$ cat config.mk
export PLATFORM = sky130hd
export DESIGN_NAME = csr_trap_ctrl
export DESIGN_NICKNAME = d
export VERILOG_FILES = /design/src/rtl/csr_trap_ctrl.sv
export SDC_FILE = /design/constraint.sdc
export NUM_CORES = 1
export LEC_CHECK = 0
export CAP_MARGIN = 20
export CORE_MARGIN = 2
export CORE_UTILIZATION = 38
export CTS_CLUSTER_SIZE = 25
export DETAILED_ROUTE_END_ITERATION = 8
export DONT_BUFFER_PORTS = 1
export GPL_TIMING_DRIVEN = 0
export PLACE_DENSITY = 0.48
export RECOVER_POWER = 25
export SLEW_MARGIN = 40
export SYNTH_ARGS = -nofsm -noshare
export SYNTH_HDL_FRONTEND = slang
export SYNTH_SLANG_ARGS = --single-unit
$ cat constraint.sdc
create_clock -name clk -period 3.99 [get_ports clk]
set_input_delay 0.399 -clock clk [delete_from_list [all_inputs] [get_ports clk]]
set_output_delay 0.399 -clock clk [all_outputs]
set_load 0.01 [all_outputs]
$ cat src/rtl/csr_trap_ctrl.sv
// csr_trap_ctrl: sequences the machine-mode CSR accesses for trap entry
// (exception or interrupt) and mret, then pulses a PC redirect to fetch.
// The CSR file is single-ported with combinational read data, so every
// state drives exactly one CSR address; status updates are read-modify-write
// within one cycle.
module csr_trap_ctrl #(
  parameter bit VECTORED_EN = 1'b1
) (
  input  logic        clk,
  input  logic        rst,
  input  logic        trap_req,
  input  logic [31:0] trap_cause,
  input  logic [31:0] trap_val,
  input  logic        mret_req,
  input  logic        irq_req,
  input  logic [4:0]  irq_code,
  input  logic [31:0] cur_pc,
  output logic        csr_we,
  output logic [11:0] csr_addr,
  output logic [31:0] csr_wdata,
  input  logic [31:0] csr_rdata,
  output logic        busy,
  output logic        redirect_valid,
  output logic [31:0] redirect_pc
);

  localparam logic [11:0] ADDR_MSTATUS = 12'h300;
  localparam logic [11:0] ADDR_MTVEC   = 12'h305;
  localparam logic [11:0] ADDR_MEPC    = 12'h341;
  localparam logic [11:0] ADDR_MCAUSE  = 12'h342;
  localparam logic [11:0] ADDR_MTVAL   = 12'h343;

  localparam logic [2:0] S_IDLE     = 3'd0;
  localparam logic [2:0] S_T_EPC    = 3'd1;
  localparam logic [2:0] S_T_CAUSE  = 3'd2;
  localparam logic [2:0] S_T_TVAL   = 3'd3;
  localparam logic [2:0] S_T_STATUS = 3'd4;
  localparam logic [2:0] S_T_REDIR  = 3'd5;
  localparam logic [2:0] S_M_STATUS = 3'd6;
  localparam logic [2:0] S_M_REDIR  = 3'd7;

  logic [2:0]  state_q, state_d;
  logic [31:0] epc_q, epc_d;
  logic [31:0] cause_q, cause_d;
  logic [31:0] tval_q, tval_d;

  logic [31:0] mstatus_trap;
  logic [31:0] mstatus_mret;
  logic [31:0] tvec_base;
  logic [31:0] tvec_target;

  // State and captured trap context; reset abandons any sequence in flight.
  always_ff @(posedge clk or posedge rst) begin
    if (rst) begin
      state_q <= S_IDLE;
      epc_q   <= 32'h0;
      cause_q <= 32'h0;
      tval_q  <= 32'h0;
    end else begin
      state_q <= state_d;
      epc_q   <= epc_d;
      cause_q <= cause_d;
      tval_q  <= tval_d;
    end
  end

  // Request acceptance in IDLE (trap > mret > enabled irq), then a fixed walk.
  // In IDLE csr_addr points at mstatus, so csr_rdata[3] is the live MIE bit.
  always_comb begin
    state_d = state_q;
    epc_d   = epc_q;
    cause_d = cause_q;
    tval_d  = tval_q;
    case (state_q)
      S_IDLE: begin
        if (trap_req) begin
          epc_d   = {cur_pc[31:2], 2'b00};
          cause_d = trap_cause;
          tval_d  = trap_val;
          state_d = S_T_EPC;
        end else if (mret_req) begin
          state_d = S_M_STATUS;
        end else if (irq_req && csr_rdata[3]) begin
          epc_d   = {cur_pc[31:2], 2'b00};
          cause_d = {1'b1, 26'b0, irq_code};
          tval_d  = 32'h0;
          state_d = S_T_EPC;
        end
      end
      S_T_EPC:    state_d = S_T_CAUSE;
      S_T_CAUSE:  state_d = S_T_TVAL;
      S_T_TVAL:   state_d = S_T_STATUS;
      S_T_STATUS: state_d = S_T_REDIR;
      S_T_REDIR:  state_d = S_IDLE;
      S_M_STATUS: state_d = S_M_REDIR;
      S_M_REDIR:  state_d = S_IDLE;
      default:    state_d = S_IDLE;
    endcase
  end

  // Status rewrites and trap target derived from whatever the CSR file returns now.
  always_comb begin
    mstatus_trap        = csr_rdata;
    mstatus_trap[7]     = csr_rdata[3];
    mstatus_trap[3]     = 1'b0;
    mstatus_trap[12:11] = 2'b11;

    mstatus_mret        = csr_rdata;
    mstatus_mret[3]     = csr_rdata[7];
    mstatus_mret[7]     = 1'b1;
    mstatus_mret[12:11] = 2'b11;

    tvec_base = {csr_rdata[31:2], 2'b00};
    if (VECTORED_EN && (csr_rdata[1:0] == 2'b01) && cause_q[31])
      tvec_target = tvec_base + {25'b0, cause_q[4:0], 2'b00};
    else
      tvec_target = tvec_base;
  end

  // Output decode: one CSR address per state, writes only in the write states.
  always_comb begin
    csr_we         = 1'b0;
    csr_addr       = ADDR_MSTATUS;
    csr_wdata      = 32'h0;
    busy           = 1'b1;
    redirect_valid = 1'b0;
    redirect_pc    = 32'h0;
    case (state_q)
      S_IDLE: busy = 1'b0;
      S_T_EPC: begin
        csr_we    = 1'b1;
        csr_addr  = ADDR_MEPC;
        csr_wdata = epc_q;
      end
      S_T_CAUSE: begin
        csr_we    = 1'b1;
        csr_addr  = ADDR_MCAUSE;
        csr_wdata = cause_q;
      end
      S_T_TVAL: begin
        csr_we    = 1'b1;
        csr_addr  = ADDR_MTVAL;
        csr_wdata = tval_q;
      end
      S_T_STATUS: begin
        csr_we    = 1'b1;
        csr_addr  = ADDR_MSTATUS;
        csr_wdata = mstatus_trap;
      end
      S_T_REDIR: begin
        csr_addr       = ADDR_MTVEC;
        redirect_valid = 1'b1;
        redirect_pc    = tvec_target;
      end
      S_M_STATUS: begin
        csr_we    = 1'b1;
        csr_addr  = ADDR_MSTATUS;
        csr_wdata = mstatus_mret;
      end
      S_M_REDIR: begin
        csr_addr       = ADDR_MEPC;
        redirect_valid = 1'b1;
        redirect_pc    = {csr_rdata[31:2], 2'b00};
      end
      default: busy = 1'b0;
    endcase
  end

endmodule

==> impl_metrics.ini <==
[sta]
fin_crit_ns = 3.26
slew_viol_final = 70
max_freq_mhz = 307
setup_viol = 0
hold_viol_final = 0
timing.final.crit_share = 0.817
worst_pin_slew_ns = 1.71
final.setup.worst_slack_ns = 0.730
skew_ns = 0.00341
relSlewSlack = -0.143
rsz0062_at_grt = no

[cts]
root_buffer = clkbuf_16
clockBufferDepth = 2
cts.sinks = 97
cts_tree = yes
h-tree-depth = 3
insertion_delay_ns = 0.34
cts.clk_slew.worst_paths_ns = 0.07
cts_setup_buffers = 0
cts_buffers = 9
hold_buffers = 1
ctsResizeCount = 0

[placed_design]
dp_cells = 776
routabilityCongestion = 0.869
port_buffers = 0
dp_hpwl_mm = 14.7
pre_cts_ws_ns = 1.10
dpl_cell_area_sq_um = 5900

[power]
power.total_w = 0.00509
leakagePower_nw = 2.61
power.density_cell_area_nw_per_um2 = 824
power_frac_comb = 0.489
p_sw_frac = 0.433
seqPwrFrac = 0.338
p_int_w = 0.00289
clockPowerShare = 0.172
p_switching_w = 0.00221
ir_drop_mv = 0.343

[global_routing]
first_global_vias = 4584
grt_max_degree = 70
overflow = 0
track_usage = 0.241
grt_pass1_wl_mm = 29.0
antenna_found_initial = 2

[setup_path]
regToRegSetupSlack_ns = 1.59
crit_arrival_ns = 2.86
cp_max_fo = 10
critPathKind = flop to output pin
setup.worst_path.end_class = output pin
required_ns = 3.59
cp-start-kind = flop

[drt]
drtIter0Drc = 252
avgRoutedWirePerCell_um = 23.9
ant_nets = 0
drcViolationCount = 0
vias_per_cell = 5.73
via_count = 4541
dr.pass1.iters = 5
wl_mm = 18.9

[synthesis]
synth_area_leader_cell = dfrtp_1
synth_edf_count = 0
synth_cell_types = 50
synth-seq-cells = 97
seq_area_frac_synth = 0.433
synth_area_per_cell_sq_um = 9.62
synthArstFlopShare = 1.00
netlist.area_leader.share = 0.433
synth.area.top_cells = dfrtp_1 (43%), a22o_1 (9.1%), mux2i_1 (6.6%)
synth.cell_area_sq_um = 5610
synth_cells = 583
synthFlopType = dfrtp_1
ys_warn_count = 0

[run]
maxCapViolCount = 1

[layout]
area_growth_pct = 10.3
final_util = 0.427
final_area_sq_um = 6180
n_fill_cell = 1442
finalNetCount = 748
drive_gt1_frac = 0.125
final_cells = 793
diodes = 0

[floorplanning]
fp.dieH_um = 125
rows = 44
io_pins = 217
die-area_sq_um = 15700
start_util = 0.387
coreArea_sq_um = 14500
die_w_um = 125

[status]
violations = max-capacitance violations, max-slew violations
status = finished, violations left

[worst_hold_path]
min_path_type = primary input to flop
==> kinds of logic after synthesis <==
kind of cell	Yosys count	synth area share
AND/OR/NAND/NOR	153	0.127
multiplexers	68	0.128
flip-flops	97	0.433
other	2	0.00134
AO/OA/AOI/OAI	165	0.204
buffers and inverters	70	0.0580
XOR/XNOR	22	0.0344
adder cells (fa/ha/maj)	6	0.0147
==> worst max-delay path, stage by stage, from the launching register on <==
cell,delay (ns)
dfrtp_1,0.42
ha_1,0.29
clkbuf_2,0.17
nand3_1,0.10
o211ai_2,0.44
nand3_1,0.34
or3_1,0.43
a21oi_1,0.31
==> sequential cells by signal (all words and copies together) (netlist names) <==
signal	count
epc_q	30
tval_q	32
state_q	3
cause_q	32
==> final cells by class <==
| type | count | area [sq um] | share of cell area |
|---|---|---|---|
| inverter | 15 | 57.6 | 0.00931 |
| clock inverter | 4 | 51.3 | 0.00829 |
| multi-input combinational | 424 | 2890 | 0.467 |
| sequential | 97 | 2430 | 0.392 |
| timing repair buffer | 2 | 15.0 | 0.00243 |
| tap | 184 | 230 | 0.0372 |
| clock buffer | 12 | 246 | 0.0399 |
| buffer | 55 | 270 | 0.0437 |
==> per-layer routing <==
layer	part of all wire	routed length [um]	GRT usage	vias to the layer above
li1	-	-	-	2125
met1	0.44	8300	0.334	2201
met2	0.46	8670	0.378	197
met3	0.093	1760	0.0655	16
met4	0.010	193	0.0542	2
met5	0.00069	13	0	-
==> synth_stat cells, types with 3 or more instances <==
cell       n
a211oi_1   4
a21oi_1   41
a22o_1    58
and4_1     3
buf_2      7
buf_4     10
clkbuf_1  33
dfrtp_1   97
ha_1       5
inv_1     13
mux2_2    31
mux2i_1   37
nand2_1   47
nand2b_1   4
nand3_1   11
nand4_1    8
nor2_1    60
nor2b_1    4
nor3_1     3
o211ai_1   4
o21ai_0   39
o22ai_1    5
or3_1      4
xnor2_1   11
xor2_1    11
==> layout by cell type, fill, tap and decap left out, types with 7 or more instances in the layout <==
master      n
conb_1     10
a22o_1     58
a21oi_1    41
nand2_1    47
nor2_1     60
o21ai_0    39
inv_1      12
buf_4      10
clkbuf_16   9
mux2i_1    37
xor2_1     11
nand3_1    11
clkbuf_1   35
nand4_1     8
dfrtp_1    97
buf_2       7
xnor2_1    11
mux2_2     31
==> stage by stage <==
step | setup TNS [ns] | hold slack [ns]
2_1_floorplan | 0 | 0.467
3_3_place_gp | -5.51 | 0.487
3_5_place_dp | 0 | 0.219
4_1_cts | 0 | 0.169
5_1_grt | 0 | 0.173
6_report | 0 | 0.184
==> path summary, 6_finish.rpt <==
kind / startpoint / end / cells past startpoint
setup / recovery: cause_q[4]$_DFFE_PP0P_ / redirect_pc[31] / 7
min in group asynchronous: rst / tval_q[12]$_DFFE_PP0P_ / 2
setup reg to reg: state_q[0]$_DFFE_PP0P_ / tval_q[2]$_DFFE_PP0P_ / 7
max in group asynchronous: rst / tval_q[23]$_DFFE_PP0P_ / 3
hold reg to reg: cause_q[28]$_DFFE_PP0P_ / cause_q[28]$_DFFE_PP0P_ / 1
hold / removal: trap_val[22] / tval_q[22]$_DFFE_PP0P_ / 1
==> power by group through the flow <==
| stage | clock [W] | combinational [W] | sequential, W |
|---|---|---|---|
| final | 0.000878 | 0.00249 | 0.00172 |
| after floorplan | 0 | 0.00185 | 0.00164 |
| after global routing | 0.000940 | 0.00273 | 0.00179 |
| after global placement | 0 | 0.00246 | 0.00172 |
| after CTS | 0.000902 | 0.00251 | 0.00172 |
| after detailed placement | 0 | 0.00250 | 0.00174 |
Note: power is estimated with default switching activity, not from simulation.
